===== src/rtl/uart_core_if.sv =====
`default_nettype none
// ============================================================================
// Module   : uart_core_if
// Brief    : Tx request, serial lines and rx status bundle for uart_core.
// Revision : 1.0 - initial release
// ============================================================================
interface uart_core_if #(
  parameter int DATA_WIDTH = 8,
  parameter int DIV_WIDTH  = 16
);
  logic [DIV_WIDTH-1:0]  baud_div;
  logic                  enable;
  logic [DATA_WIDTH-1:0] i_data;
  logic                  o_busy;
  logic                  serial_out;
  logic                  serial_in;
  logic [DATA_WIDTH-1:0] received_data;
  logic                  data_is_valid;
  logic                  parity_error;
  logic                  frame_error;
  logic                  rx_error;

  modport master (
    output baud_div, enable, i_data, serial_in,
    input  o_busy, serial_out, received_data, data_is_valid,
           parity_error, frame_error, rx_error
  );

  modport slave (
    input  baud_div, enable, i_data, serial_in,
    output o_busy, serial_out, received_data, data_is_valid,
           parity_error, frame_error, rx_error
  );
endinterface
`default_nettype wire


===== src/rtl/uart_core.sv =====
`default_nettype none
// ============================================================================
// Module   : uart_core
// Brief    : Single-clock UART, 16x oversampled rx with parity/framing errors.
//            Optional UART_LOOPBACK_EN adds a loopback port (tx -> rx).
// Revision : 1.0 - initial release
// ============================================================================
module uart_core #(
  parameter int DATA_WIDTH  = 8,
  parameter int PARITY_MODE = 1,
  parameter int STOP_BITS   = 1,
  parameter int DIV_WIDTH   = 16
) (
  input  wire        clk,
  input  wire        reset,
`ifdef UART_LOOPBACK_EN
  input  wire        loopback,
`endif
  uart_core_if.slave bus
);

  localparam logic       c_HAS_PAR   = (PARITY_MODE != 0);
  localparam logic       c_ODD       = (PARITY_MODE == 2);
  localparam logic [3:0] c_MID_OS    = 4'd7;
  localparam logic [3:0] c_LAST_OS   = 4'd15;
  localparam logic [3:0] c_LAST_DATA = 4'(DATA_WIDTH - 1);
  localparam logic [3:0] c_LAST_STOP = 4'(STOP_BITS - 1);

  typedef enum logic [2:0] {
    S_IDLE   = 3'd0,
    S_START  = 3'd1,
    S_DATA   = 3'd2,
    S_PARITY = 3'd3,
    S_STOP   = 3'd4
  } state_t;

  // ------------------------------------------------------------------ tx
  state_t                r_tx_state, w_tx_state_nxt;
  logic [DIV_WIDTH-1:0]  r_tx_div, r_tx_cnt;
  logic [3:0]            r_tx_os, r_tx_idx;
  logic [DATA_WIDTH-1:0] r_tx_shift;
  logic                  r_tx_par;
  logic                  r_txd, w_txd_nxt;
  logic                  w_tx_accept, w_tx_tick, w_tx_bit_end;

  assign w_tx_accept  = (r_tx_state == S_IDLE) && bus.enable;
  assign w_tx_tick    = (r_tx_cnt == '0);
  assign w_tx_bit_end = (r_tx_state != S_IDLE) && w_tx_tick && (r_tx_os == c_LAST_OS);

  always_ff @(posedge clk) begin
    if (reset) begin
      r_tx_state <= S_IDLE;
      r_txd      <= 1'b1;
    end else begin
      r_tx_state <= w_tx_state_nxt;
      r_txd      <= w_txd_nxt;
    end
  end

  // The line value is registered together with the state so serial_out never glitches.
  always_comb begin
    w_tx_state_nxt = r_tx_state;
    w_txd_nxt      = r_txd;
    case (r_tx_state)
      S_IDLE: begin
        w_txd_nxt = 1'b1;
        if (bus.enable) begin
          w_tx_state_nxt = S_START;
          w_txd_nxt      = 1'b0;
        end
      end
      S_START: begin
        if (w_tx_bit_end) begin
          w_tx_state_nxt = S_DATA;
          w_txd_nxt      = r_tx_shift[0];
        end
      end
      S_DATA: begin
        if (w_tx_bit_end) begin
          if (r_tx_idx == c_LAST_DATA) begin
            if (c_HAS_PAR) begin
              w_tx_state_nxt = S_PARITY;
              w_txd_nxt      = r_tx_par;
            end else begin
              w_tx_state_nxt = S_STOP;
              w_txd_nxt      = 1'b1;
            end
          end else begin
            w_txd_nxt = r_tx_shift[1];
          end
        end
      end
      S_PARITY: begin
        if (w_tx_bit_end) begin
          w_tx_state_nxt = S_STOP;
          w_txd_nxt      = 1'b1;
        end
      end
      S_STOP: begin
        if (w_tx_bit_end && (r_tx_idx == c_LAST_STOP)) begin
          w_tx_state_nxt = S_IDLE;
        end
      end
      default: begin
        w_tx_state_nxt = S_IDLE;
        w_txd_nxt      = 1'b1;
      end
    endcase
  end

  always_ff @(posedge clk) begin
    if (reset) begin
      r_tx_div   <= '0;
      r_tx_cnt   <= '0;
      r_tx_os    <= '0;
      r_tx_idx   <= '0;
      r_tx_shift <= '0;
      r_tx_par   <= 1'b0;
    end else if (w_tx_accept) begin
      r_tx_div   <= bus.baud_div;
      r_tx_cnt   <= bus.baud_div;
      r_tx_os    <= '0;
      r_tx_idx   <= '0;
      r_tx_shift <= bus.i_data;
      r_tx_par   <= (^bus.i_data) ^ c_ODD;
    end else if (r_tx_state != S_IDLE) begin
      r_tx_cnt <= w_tx_tick ? r_tx_div : r_tx_cnt - 1'b1;
      if (w_tx_tick) begin
        r_tx_os <= r_tx_os + 4'd1;
      end
      if (w_tx_bit_end) begin
        if (((r_tx_state == S_DATA) && (r_tx_idx != c_LAST_DATA)) || (r_tx_state == S_STOP)) begin
          r_tx_idx <= r_tx_idx + 4'd1;
        end else begin
          r_tx_idx <= '0;
        end
        if (r_tx_state == S_DATA) begin
          r_tx_shift <= r_tx_shift >> 1;
        end
      end
    end
  end

  assign bus.o_busy = (r_tx_state != S_IDLE);

  logic w_rx_line;
`ifdef UART_LOOPBACK_EN
  assign bus.serial_out = loopback ? 1'b1  : r_txd;
  assign w_rx_line      = loopback ? r_txd : bus.serial_in;
`else
  assign bus.serial_out = r_txd;
  assign w_rx_line      = bus.serial_in;
`endif

  // ------------------------------------------------------------------ rx
  state_t                r_rx_state, w_rx_state_nxt;
  logic                  r_sync1, r_sync2, r_rx_prev;
  logic [DIV_WIDTH-1:0]  r_rx_div, r_rx_cnt;
  logic [3:0]            r_rx_os, r_rx_idx;
  logic [DATA_WIDTH-1:0] r_rx_shift, r_rx_data;
  logic                  r_rx_pbit, r_rx_ferr_acc;
  logic                  r_rx_valid, r_rx_perr, r_rx_ferr;
  logic                  w_rx_start, w_rx_tick, w_rx_sample, w_rx_done;

  assign w_rx_start  = (r_rx_state == S_IDLE) && r_rx_prev && !r_sync2;
  assign w_rx_tick   = (r_rx_cnt == '0);
  assign w_rx_sample = (r_rx_state != S_IDLE) && w_rx_tick && (r_rx_os == c_MID_OS);
  assign w_rx_done   = (r_rx_state == S_STOP) && w_rx_sample && (r_rx_idx == c_LAST_STOP);

  always_ff @(posedge clk) begin
    if (reset) begin
      r_sync1    <= 1'b1;
      r_sync2    <= 1'b1;
      r_rx_prev  <= 1'b1;
      r_rx_state <= S_IDLE;
    end else begin
      r_sync1    <= w_rx_line;
      r_sync2    <= r_sync1;
      r_rx_prev  <= r_sync2;
      r_rx_state <= w_rx_state_nxt;
    end
  end

  always_comb begin
    w_rx_state_nxt = r_rx_state;
    case (r_rx_state)
      S_IDLE: begin
        if (w_rx_start) begin
          w_rx_state_nxt = S_START;
        end
      end
      S_START: begin
        // A line back high at mid start bit is a glitch, not a frame.
        if (w_rx_sample) begin
          w_rx_state_nxt = r_sync2 ? S_IDLE : S_DATA;
        end
      end
      S_DATA: begin
        if (w_rx_sample && (r_rx_idx == c_LAST_DATA)) begin
          w_rx_state_nxt = c_HAS_PAR ? S_PARITY : S_STOP;
        end
      end
      S_PARITY: begin
        if (w_rx_sample) begin
          w_rx_state_nxt = S_STOP;
        end
      end
      S_STOP: begin
        if (w_rx_done) begin
          w_rx_state_nxt = S_IDLE;
        end
      end
      default: begin
        w_rx_state_nxt = S_IDLE;
      end
    endcase
  end

  always_ff @(posedge clk) begin
    if (reset) begin
      r_rx_div      <= '0;
      r_rx_cnt      <= '0;
      r_rx_os       <= '0;
      r_rx_idx      <= '0;
      r_rx_shift    <= '0;
      r_rx_pbit     <= 1'b0;
      r_rx_ferr_acc <= 1'b0;
    end else if (w_rx_start) begin
      r_rx_div      <= bus.baud_div;
      r_rx_cnt      <= bus.baud_div;
      r_rx_os       <= '0;
      r_rx_idx      <= '0;
      r_rx_ferr_acc <= 1'b0;
    end else if (r_rx_state != S_IDLE) begin
      r_rx_cnt <= w_rx_tick ? r_rx_div : r_rx_cnt - 1'b1;
      if (w_rx_tick) begin
        r_rx_os <= r_rx_os + 4'd1;
      end
      if (w_rx_sample) begin
        case (r_rx_state)
          S_DATA: begin
            r_rx_shift <= {r_sync2, r_rx_shift[DATA_WIDTH-1:1]};
            r_rx_idx   <= (r_rx_idx == c_LAST_DATA) ? 4'd0 : r_rx_idx + 4'd1;
          end
          S_PARITY: begin
            r_rx_pbit <= r_sync2;
          end
          S_STOP: begin
            r_rx_idx <= r_rx_idx + 4'd1;
            if (!r_sync2) begin
              r_rx_ferr_acc <= 1'b1;
            end
          end
          default: begin
          end
        endcase
      end
    end
  end

  // Visible rx results change only on the cycle after the final stop sample.
  always_ff @(posedge clk) begin
    if (reset) begin
      r_rx_valid <= 1'b0;
      r_rx_data  <= '0;
      r_rx_perr  <= 1'b0;
      r_rx_ferr  <= 1'b0;
    end else begin
      r_rx_valid <= w_rx_done;
      if (w_rx_done) begin
        r_rx_data <= r_rx_shift;
        r_rx_perr <= c_HAS_PAR && (((^r_rx_shift) ^ r_rx_pbit) != c_ODD);
        r_rx_ferr <= r_rx_ferr_acc | !r_sync2;
      end
    end
  end

  assign bus.received_data = r_rx_data;
  assign bus.data_is_valid = r_rx_valid;
  assign bus.parity_error  = r_rx_perr;
  assign bus.frame_error   = r_rx_ferr;
  assign bus.rx_error      = r_rx_perr | r_rx_ferr;

endmodule
`default_nettype wire


===== src/flat_wrapper.sv =====
// flat-port wrapper written by rule: the top's interface ports become plain ports
module uart_core_flat 
#(
  parameter int DATA_WIDTH  = 8,
  parameter int PARITY_MODE = 1,
  parameter int STOP_BITS   = 1,
  parameter int DIV_WIDTH   = 16
)
  (clk, reset, bus_baud_div, bus_enable, bus_i_data, bus_serial_in, bus_o_busy, bus_serial_out, bus_received_data, bus_data_is_valid, bus_parity_error, bus_frame_error, bus_rx_error);
  uart_core_if #(.DATA_WIDTH(DATA_WIDTH), .DIV_WIDTH(DIV_WIDTH)) bus_i ();
  input  wire clk;
  input  wire reset;
  input wire logic [$bits(bus_i.baud_div)-1:0] bus_baud_div;
  input wire logic [$bits(bus_i.enable)-1:0] bus_enable;
  input wire logic [$bits(bus_i.i_data)-1:0] bus_i_data;
  input wire logic [$bits(bus_i.serial_in)-1:0] bus_serial_in;
  output wire logic [$bits(bus_i.o_busy)-1:0] bus_o_busy;
  output wire logic [$bits(bus_i.serial_out)-1:0] bus_serial_out;
  output wire logic [$bits(bus_i.received_data)-1:0] bus_received_data;
  output wire logic [$bits(bus_i.data_is_valid)-1:0] bus_data_is_valid;
  output wire logic [$bits(bus_i.parity_error)-1:0] bus_parity_error;
  output wire logic [$bits(bus_i.frame_error)-1:0] bus_frame_error;
  output wire logic [$bits(bus_i.rx_error)-1:0] bus_rx_error;
  assign bus_i.baud_div = bus_baud_div;
  assign bus_i.enable = bus_enable;
  assign bus_i.i_data = bus_i_data;
  assign bus_i.serial_in = bus_serial_in;
  assign bus_o_busy = bus_i.o_busy;
  assign bus_serial_out = bus_i.serial_out;
  assign bus_received_data = bus_i.received_data;
  assign bus_data_is_valid = bus_i.data_is_valid;
  assign bus_parity_error = bus_i.parity_error;
  assign bus_frame_error = bus_i.frame_error;
  assign bus_rx_error = bus_i.rx_error;
  uart_core #(.DATA_WIDTH(DATA_WIDTH), .PARITY_MODE(PARITY_MODE), .STOP_BITS(STOP_BITS), .DIV_WIDTH(DIV_WIDTH)) u_core (.clk(clk), .reset(reset), .bus(bus_i));
endmodule

===== config.mk =====
export PLATFORM = sky130hd
export DESIGN_NAME = uart_core_flat
export DESIGN_NICKNAME = d
export VERILOG_FILES = /design/src/rtl/uart_core_if.sv /design/src/rtl/uart_core.sv /design/src/flat_wrapper.sv
export SDC_FILE = /design/constraint.sdc
export NUM_CORES = 1
export LEC_CHECK = 0
export CORE_ASPECT_RATIO = 1.4
export CORE_MARGIN = 2
export CORE_UTILIZATION = 25
export DETAILED_ROUTE_END_ITERATION = 12
export PLACE_DENSITY = 0.45
export SLEW_MARGIN = 20
export SYNTH_ARGS = -nofsm -noshare
export SYNTH_HDL_FRONTEND = slang
export SYNTH_SLANG_ARGS = --single-unit

===== constraint.sdc =====
create_clock -name clk -period 5.14 [get_ports clk]
set_clock_uncertainty 0.15 [all_clocks]
set_input_delay 0.514 -clock clk [delete_from_list [all_inputs] [get_ports clk]]
set_output_delay 0.514 -clock clk [all_outputs]
set_load 0.1 [all_outputs]

* Yosys cells after proc, flatten, opt, wreduce, memory -nomap -nowiden
Index checks and enable logic that the tools add are counted.
Widths: inputs -> output; s select.
** Cells by class
- $add $sub $neg :: 6
- Multipliers :: 0
- Divide/modulo/power cells :: 0
- Magnitude comparators :: 0
- Eq/ne operators :: 24
- Shift operators :: 0
- Multiplexer cells :: 33
- Bitwise logic cells :: 6
- Reduce and logical (&&, ||, !) cells :: 42
** Operators by type and width (number)
- $mux 16 :: 6
- $mux 3 :: 11
- $logic_not 16->1 :: 2
- $mux 8 :: 4
- $sub 16x1->16 const B :: 2
- $pmux 3 s5 :: 2
- $ne 2x1->1 const B :: 10
- $add 4x1->4 const B :: 4
- $reduce_and 4->1 :: 4
- $reduce_xor 8->1 :: 2
- $eq 3x2->1 const B :: 4
- $eq 4x3->1 const B :: 3
- $logic_and 1x1->1 :: 12
- $reduce_bool 2->1 :: 5
- $logic_not 4->1 :: 2
- $mux 4 :: 2
- $pmux 4 s2 :: 1
- $eq 3x1->1 const B :: 2
- $eq 3x3->1 const B :: 2
- $logic_not 3->1 :: 2
- $reduce_and 2->1 :: 3
- $reduce_and 3->1 :: 2
- $reduce_and 6->1 :: 1
- $reduce_bool 3->1 :: 2
- 13 further kinds :: 21
** Storage, ports and cells
- Bits in registers :: 120
- Bits in latches :: 0
- Bits in writable memories :: 0
- Memory bits (read-only) :: 0
- Input bits :: 28
- Output and inout port bits :: 14
- Logic and storage cells :: 134
- Memories :: 0

* Depth between registers and ports, before layout
Gate-level depths: netlist of run 1.
- Depth after elaboration :: 7
- Gate-level depth with buffers :: 8
- Mapped depth without buffers :: 7

* Worst setup path before layout of run 1
Ideal clock, no wire load.
- Path kind :: reg-to-output
- Start point :: register u_core.r_tx_state[2]
- End point :: output port bus_o_busy
- Data arrival time :: 1880 ps
- Required time :: 4476 ps
- Setup slack :: 2596 ps
- Stages on the path, launching flop included :: 5
- Buffers on the path :: 2
- Cells stage by stage :: dfxtp_1 > clkbuf_1 > nor3_1 > inv_1 > clkbuf_1
** On the way
- Cells in the longest elaborated chain, start to end :: 1
** RTL lines
- from (decl) :: line uart_core.sv:38 : state_t r_tx_state, w_tx_state_nxt;
- from (signal assigned) :: line uart_core.sv:55 : r_tx_state <= w_tx_state_nxt;
- $reduce_bool 3->1 :: line uart_core.sv:144 : assign bus.o_busy = (r_tx_state != S_IDLE);
- to (decl) :: line flat_wrapper.sv:17 : output wire logic [$bits(bus_i.o_busy)-1:0] bus_o_busy;
No other way between the ends.

* Final worst setup path of run 1
- Start point :: register u_core.r_tx_state[0]
- End point :: output port bus_o_busy
The elaborated chain is that of the path after synthesis.

==> impl_metrics.xml, run 1 <==
<?xml version="1.0" encoding="UTF-8"?>
<metrics>
  <group name="logic_synthesis">
    <metric name="syn_inst" unit="">745</metric>
    <metric name="synthesis.yosys.warnings" unit="">0</metric>
    <metric name="synth_adder_area_share" unit="">0.02000</metric>
    <metric name="main_combinational_cell_family_by_area_after_synthesis" unit="">simple AND/OR/NAND/NOR gates</metric>
    <metric name="area_share_of_the_largest_cell_type_after_synthesis" unit="">0.3840</metric>
    <metric name="xor_and_xnor_fraction_of_the_mapped_netlist_area" unit="">0.04980</metric>
    <metric name="synth_top_cell_by_area" unit="">dfxtp_1</metric>
    <metric name="synthTopCellsByCount" unit="">dfxtp_1, nor2_1, nand2_1</metric>
    <metric name="ys_ff_latch" unit="">120</metric>
    <metric name="post_synth_simple_gate_area" unit="">0.2390</metric>
    <metric name="synth-async-reset-ratio" unit="">0</metric>
    <metric name="synth_seq_area_share" unit="">0.3840</metric>
    <metric name="post_synth_main_area_contributors" unit="">dfxtp_1, mux2i_1, nor2_1</metric>
    <metric name="avgSynthCellArea" unit="sq um">8.397</metric>
    <metric name="synth.net_count" unit="">783</metric>
    <metric name="yosysMostFrequentCell" unit="">dfxtp_1</metric>
    <metric name="dominantRegCellSynth" unit="">dfxtp_1</metric>
    <metric name="synth_compound_area_frac" unit="">0.1664</metric>
    <metric name="synth_edf_count" unit="">0</metric>
    <metric name="post_syn_area" unit="sq um">6256</metric>
    <metric name="synth.mux.area_fraction" unit="">0.09980</metric>
    <metric name="count_of_different_cell_masters_after_synthesis" unit="">67</metric>
  </group>
  <group name="sta">
    <metric name="worst_tran_pin_value" unit="ns">0.9725</metric>
    <metric name="timing.final.setup_violations" unit="">0</metric>
    <metric name="grt_setup_unrepaired" unit="">false</metric>
    <metric name="min_tclk_post_route" unit="ns">3.503</metric>
    <metric name="hold_violations" unit="">0</metric>
    <metric name="fmax" unit="MHz">285.5</metric>
    <metric name="fin_tns_setup" unit="ns">0</metric>
    <metric name="headroom_to_the_max_slew_limit" unit="">0.3496</metric>
    <metric name="slew_violations" unit="">0</metric>
    <metric name="layout_worst_path_cycle_share" unit="">0.6816</metric>
    <metric name="setup_slack" unit="ns">1.637</metric>
  </group>
  <group name="clock_network">
    <metric name="clk_pin_slew" unit="ns">0.06</metric>
    <metric name="cts.sinks" unit="">120</metric>
    <metric name="clock_latency" unit="ns">0.41</metric>
    <metric name="clock_tree.root_cell" unit="">clkbuf_16</metric>
    <metric name="cts.repair.resized" unit="">0</metric>
    <metric name="postCtsSetupBuffers" unit="">0</metric>
    <metric name="tritoncts" unit="">built</metric>
    <metric name="cts_max_path_buffers" unit="">2</metric>
    <metric name="htree_num_levels" unit="">4</metric>
    <metric name="cts.hold.buffers_added" unit="">0</metric>
    <metric name="numCtsBuffers" unit="">17</metric>
  </group>
  <group name="global_routing">
    <metric name="grt.total_usage" unit="">0.1426</metric>
    <metric name="grt_pass1_vias" unit="">5486</metric>
    <metric name="initial_antenna_violation_count" unit="">0</metric>
    <metric name="grt_start_max_net_pins" unit="">58</metric>
    <metric name="globalRoute.totalOverflow" unit="">0</metric>
    <metric name="wire_length_of_the_first_global_routing_pass" unit="um">29170</metric>
  </group>
  <group name="route">
    <metric name="via_count" unit="">5458</metric>
    <metric name="final_antenna_net_count" unit="">0</metric>
    <metric name="drtPass1Iterations" unit="">5</metric>
    <metric name="drt_wl_total" unit="um">18110</metric>
    <metric name="first_iter_violations" unit="">239</metric>
    <metric name="residual_drc" unit="">0</metric>
    <metric name="drt-vias-per-instance" unit="">5.007</metric>
    <metric name="post_drt_wl_per_cell" unit="um">16.61</metric>
  </group>
  <group name="critical_path">
    <metric name="worstSetupStartpointType" unit="">flip-flop</metric>
    <metric name="cp_num_buf_inv" unit="">3</metric>
    <metric name="critPathMaxStageDelay" unit="ns">1.22</metric>
    <metric name="largest_delay_share_family_worst_path" unit="">buffers and inverters</metric>
    <metric name="setup.worst_path.end_class" unit="">output port</metric>
    <metric name="r2r_setup_slack" unit="ns">2.09</metric>
    <metric name="cp_data_required_time" unit="ns">4.48</metric>
    <metric name="worstPathCellList" unit="">nor3_2, buf_4, inv_1, clkdlybuf4s50_1</metric>
    <metric name="crit_path_max_fanout" unit="">25</metric>
    <metric name="critPathArrivalTime" unit="ns">2.84</metric>
    <metric name="crit_path_top_delay_cell" unit="">clkdlybuf4s50_1</metric>
    <metric name="worst-r2r-cell-count" unit="">5</metric>
    <metric name="timing_worst_setup_path_type" unit="">reg -&gt; out</metric>
    <metric name="critical_path_cell_count" unit="">4</metric>
  </group>
  <group name="power">
    <metric name="power.ir.vdd_worst" unit="uV">218.9</metric>
    <metric name="pleak" unit="uW">0.002826</metric>
    <metric name="pwr_density_cell" unit="nW/um^2">376.3</metric>
    <metric name="power.total" unit="uW">2834</metric>
  </group>
  <group name="run_status">
    <metric name="outcome" unit="">completed</metric>
  </group>
  <group name="finish">
    <metric name="layout.nets" unit="">800</metric>
    <metric name="multi_input_area" unit="sq um">3602</metric>
    <metric name="area_delta_synth_final" unit="%">20.36</metric>
    <metric name="finalCoreUtilization" unit="">0.3062</metric>
    <metric name="antennaDiodeCount" unit="">0</metric>
    <metric name="layout_cells_sized_above_1" unit="">0.08129</metric>
    <metric name="ff_latch_area" unit="sq um">2402</metric>
    <metric name="fillerInstances" unit="">2548</metric>
  </group>
  <group name="place">
    <metric name="place.port_buffers" unit="">41</metric>
    <metric name="detailedPlacementHpwl" unit="um">12690</metric>
    <metric name="post-place-ws" unit="ns">2.032</metric>
    <metric name="place_congestion" unit="">0.7730</metric>
  </group>
  <group name="hold_path">
    <metric name="min_delay_path_depth" unit="">1</metric>
    <metric name="min_path_type" unit="">reg -&gt; reg</metric>
  </group>
  <group name="die">
    <metric name="die_y" unit="um">191.2</metric>
    <metric name="initial_core_util" unit="">0.2544</metric>
    <metric name="total_die_area" unit="sq um">26320</metric>
    <metric name="top_level_ports" unit="">42</metric>
    <metric name="coreArea" unit="sq um">24590</metric>
    <metric name="chipWidth" unit="um">137.7</metric>
    <metric name="floorplan.rows" unit="">68</metric>
  </group>
  <group name="run">
    <metric name="drv_cap" unit="">0</metric>
  </group>
</metrics>
==> layer usage <==
layer,part of all wire,wire length (um),track usage,up-vias
li1,-,-,-,2727
met1,0.43,7782,0.1653,2640
met2,0.53,9528,0.2585,66
met3,0.021,377,0.02599,25
met4,0.023,418,0.05102,0
met5,0,0,0,-
==> power breakdown <==
group	switching [uW]	internal [uW]	total, uW
sequential	57.0	979	1040
clock	440	823	1260
combinational	340	195	535
==> final timing paths <==
check                       startpoint                      to
setup reg to reg   u_core.r_rx_cnt[10]  u_core.bus.frame_error
hold / removal          u_core.r_sync1          u_core.r_sync2
setup / recovery  u_core.r_tx_state[0]              bus_o_busy
hold reg to reg         u_core.r_sync1          u_core.r_sync2
==> layout make-up <==
class	instances	area share
multi-input cells	561	0.4784
clock buffers	20	0.05932
repair buffers	47	0.06015
clock inverters	12	0.02326
well taps	315	0.05234
inverters	15	0.007478
flip-flops and latches	120	0.3190
==> flip-flops by register name, indices dropped and copies added (netlist names), 3 cells and up <==
signal	cells
u_core.r_rx_state	3
u_core.r_tx_shift	8
u_core.r_rx_cnt	16
u_core.r_tx_state	3
u_core.r_rx_div	16
u_core.r_tx_idx	4
u_core.r_tx_div	16
u_core.r_rx_idx	4
u_core.bus.received_data	8
u_core.r_rx_shift	8
u_core.r_tx_os	4
u_core.r_tx_cnt	16
u_core.r_rx_os	4
==> cells in the final DEF (no fill, tap or decap), types with 21 or more instances in the layout <==
master and instances:
a21oi_1 49, nand3_1 25, clkdlybuf4s50_1 40, nor2_1 90, dfxtp_1 120, nand2_1 77
o21ai_0 26, nor3_1 21, mux2i_1 59, xnor2_1 23
==> stage by stage <==
stage / hold slack [ns] / instances / area, sq um
detailed placement: 0.2452 / 1058 / 6908
finish: 0.2537 / 1090 / 7530
CTS: 0.2563 / 1090 / 7530
global route: 0.2808 / 1090 / 7530
global placement: 0.2508 / 1058 / 6908
floorplan: 0.2395 / 745 / 6256
==> worst reg2reg max path: cells and delay by family (launching register included) <==
kind / cells / cell delay [ns]
and+or+nand+nor: 4 / 2.32
DFF: 1 / 0.36
AOI/OAI and AO/OA: 1 / 0.08
==> kinds of logic after synthesis <==
group | after synthesis
AND/OR/NAND/NOR | 298
buffers and inverters | 64
XOR/XNOR | 34
AO/OA/AOI/OAI | 157
adder cells (fa/ha/maj) | 10
multiplexers | 62
flip-flops | 120
Power figures use the tool's default switching activity.
==> inputs of run 2 (changes only) <==
==> constraint.sdc (replaced) <==
create_clock -name clk -period 3.67 [get_ports clk]
set_clock_uncertainty 0.15 [all_clocks]
set_input_delay 0.367 -clock clk [delete_from_list [all_inputs] [get_ports clk]]
set_output_delay 0.367 -clock clk [all_outputs]
set_load 0.1 [all_outputs]
==> run 2 against run 1 <==
  * Clock-buffer cell count down 3
  * Final cell count increased by 0.83%
  * Core utilization is 0.061 points higher
  * Worst hold slack improved by 0.015 ns
  * Register-to-register slack worse by 1.3 ns
  * Worst setup slack got worse by 0.82 ns
  * Power rose by 36%
  * Critical path depth grew 1
  * Sequential power is 39% higher
  * Final area increased by 0.20%
  * Critical path type is now reg -> reg
  * Largest power group unchanged
  * Highest routed layer unchanged
==> impl_metrics.xml, run 2 (synthesis results as in run 1) <==
<?xml version="1.0" encoding="UTF-8"?>
<metrics>
  <group name="run_status">
    <metric name="outcome" unit="">completed</metric>
  </group>
  <group name="critical_path">
    <metric name="worstPathCellList" unit="">or4_4, or4_4, nor3_4, a311oi_1, a2111oi_2</metric>
    <metric name="crit_path_start" unit="">u_core.r_tx_cnt[8]</metric>
    <metric name="worst-r2r-cell-count" unit="">5</metric>
    <metric name="r2r-start" unit="">u_core.r_tx_cnt[8]</metric>
    <metric name="crit_path_top_delay_cell" unit="">or4_4</metric>
    <metric name="critPathMaxStageDelay" unit="ns">0.62</metric>
    <metric name="crit_path_max_fanout" unit="">13</metric>
    <metric name="timing_worst_setup_path_type" unit="">reg -&gt; reg</metric>
    <metric name="cp_data_required_time" unit="ns">3.84</metric>
    <metric name="timing.critical_path.mode_cell" unit="">or4_4</metric>
    <metric name="worstSetupStartpointType" unit="">flip-flop</metric>
    <metric name="critPathArrivalTime" unit="ns">3.02</metric>
    <metric name="r2r_setup_slack" unit="ns">0.82</metric>
    <metric name="setup.worst_path.end_class" unit="">flip-flop</metric>
  </group>
  <group name="die">
    <metric name="initial_core_util" unit="">0.2544</metric>
    <metric name="total_die_area" unit="sq um">26320</metric>
    <metric name="coreArea" unit="sq um">24590</metric>
    <metric name="floorplan.rows" unit="">68</metric>
    <metric name="chipWidth" unit="um">137.7</metric>
    <metric name="die_y" unit="um">191.2</metric>
    <metric name="top_level_ports" unit="">42</metric>
  </group>
  <group name="route">
    <metric name="drt-vias-per-instance" unit="">5.015</metric>
    <metric name="drt_wl_total" unit="um">18380</metric>
    <metric name="first_iter_violations" unit="">327</metric>
    <metric name="post_drt_wl_per_cell" unit="um">16.73</metric>
    <metric name="final_antenna_net_count" unit="">0</metric>
    <metric name="drtPass1Iterations" unit="">4</metric>
    <metric name="residual_drc" unit="">0</metric>
    <metric name="via_count" unit="">5512</metric>
  </group>
  <group name="hold_path">
    <metric name="min_delay_path_depth" unit="">1</metric>
    <metric name="hold_path_startpoint" unit="">u_core.r_sync1</metric>
    <metric name="min_path_type" unit="">reg -&gt; reg</metric>
  </group>
  <group name="finish">
    <metric name="final_common_cell" unit="">dfxtp_1</metric>
    <metric name="area_delta_synth_final" unit="%">20.60</metric>
    <metric name="layout.nets" unit="">809</metric>
    <metric name="layout.cells.most_common_list" unit="">dfxtp_1, nor2_1, nand2_1</metric>
    <metric name="layout_cells_sized_above_1" unit="">0.09566</metric>
    <metric name="antennaDiodeCount" unit="">0</metric>
  </group>
  <group name="power">
    <metric name="pwr_density_cell" unit="nW/um^2">510.6</metric>
    <metric name="comb_power_share" unit="">0.202</metric>
    <metric name="p_seq_frac" unit="">0.377</metric>
    <metric name="netSwitchingFraction" unit="">0.3222</metric>
    <metric name="power.ir.vdd_worst" unit="uV">304.6</metric>
    <metric name="clock_power_share" unit="">0.421</metric>
    <metric name="pleak" unit="uW">0.002844</metric>
    <metric name="power.total" unit="uW">3853</metric>
    <metric name="internal_power" unit="uW">2611</metric>
    <metric name="power.switching" unit="uW">1241</metric>
  </group>
  <group name="global_routing">
    <metric name="globalRoute.totalOverflow" unit="">0</metric>
    <metric name="wire_length_of_the_first_global_routing_pass" unit="um">29350</metric>
    <metric name="met3_usage" unit="">0.02944</metric>
    <metric name="met1_demand_to_capacity_share_in_global_routing" unit="">0.1616</metric>
    <metric name="initial_antenna_violation_count" unit="">0</metric>
    <metric name="grt.total_usage" unit="">0.1442</metric>
    <metric name="grt_start_max_net_pins" unit="">79</metric>
    <metric name="grt_pass1_vias" unit="">5443</metric>
    <metric name="busiest_layer" unit="">met2</metric>
    <metric name="groute.layer.met2.usage" unit="">0.2623</metric>
  </group>
  <group name="run">
    <metric name="drv_cap" unit="">0</metric>
  </group>
  <group name="clock_network">
    <metric name="postCtsSetupBuffers" unit="">0</metric>
    <metric name="numCtsBuffers" unit="">17</metric>
    <metric name="clk_pin_slew" unit="ns">0.06</metric>
    <metric name="cts_max_path_buffers" unit="">2</metric>
    <metric name="cts.hold.buffers_added" unit="">0</metric>
    <metric name="cts.repair.resized" unit="">0</metric>
    <metric name="clock_latency" unit="ns">0.42</metric>
    <metric name="tritoncts" unit="">built</metric>
    <metric name="cts.sinks" unit="">120</metric>
    <metric name="htree_num_levels" unit="">4</metric>
    <metric name="clock_tree.root_cell" unit="">clkbuf_16</metric>
  </group>
  <group name="sta">
    <metric name="fmax" unit="MHz">350.3</metric>
    <metric name="timing.final.setup_violations" unit="">0</metric>
    <metric name="hold_violations" unit="">0</metric>
    <metric name="slew_violations" unit="">0</metric>
    <metric name="grt_setup_unrepaired" unit="">false</metric>
    <metric name="min_tclk_post_route" unit="ns">2.855</metric>
    <metric name="layout_worst_path_cycle_share" unit="">0.7779</metric>
    <metric name="fin_tns_setup" unit="ns">0</metric>
    <metric name="headroom_to_the_max_slew_limit" unit="">0.3512</metric>
    <metric name="worst_tran_pin_value" unit="ns">0.9701</metric>
  </group>
  <group name="place">
    <metric name="place.port_buffers" unit="">41</metric>
    <metric name="detailedPlacementHpwl" unit="um">12900</metric>
    <metric name="place_congestion" unit="">0.8100</metric>
  </group>
</metrics>
[run 2: worst max-delay path: cells and delay by family, from the launching register on]
| kind | cells | cell delay [ns] |
|---|---|---|
| AND/OR/NAND/NOR | 3 | 1.70 |
| AO/OA/AOI/OAI | 2 | 0.53 |
| flip-flops | 1 | 0.37 |
[run 2: power groups by stage]
| stage | sequential (uW) | combinational (uW) | clock [uW] |
|---|---|---|---|
| floorplan | 1460 | 550 | 0 |
| global placement | 1480 | 782 | 0 |
| detailed placement | 1480 | 780 | 0 |
| CTS | 1450 | 783 | 1660 |
| global route | 1460 | 858 | 1710 |
| finish | 1450 | 780 | 1620 |
[run 2: per-stage QoR]
step | instance area, sq um | utilization | cells | setup WS, ns | hold WS, ns
finish | 7545 | 0.3068 | 1099 | 0.8150 | 0.2683
CTS | 7545 | 0.3068 | 1099 | 0.8159 | 0.2727
floorplan | 6256 | - | 745 | 1.174 | 0.2395
global route | 7545 | 0.3068 | 1099 | 0.7033 | 0.3152
detailed placement | 6973 | 0.2836 | 1067 | 0.8325 | 0.2497
global placement | 6973 | 0.2836 | 1067 | 0.8600 | 0.2428
[run 2: final timing paths]
check	endpoint
setup / recovery	u_core.r_tx_state[0]
hold / removal	u_core.r_sync2
setup reg to reg	u_core.r_tx_state[0]
hold reg to reg	u_core.r_sync2
[run 2: routing by layer]
metal  share of wire  vias to the layer above
met5               0                        -
met4           0.024                        0
met3           0.022                       31
met2            0.53                       82
met1            0.43                     2648
li1                -                     2751
[run 2: cell type report]
class | instances | area (sq um)
Clock buffer | 17 | 425.4
Clock inverter | 15 | 146.4
Fill cell | 2605 | 17040
Inverter | 15 | 56.30
Multi-Input combinational cell | 561 | 3602
Sequential cell | 120 | 2402
Tap cell | 315 | 394.1
Timing Repair Buffer | 56 | 518.0
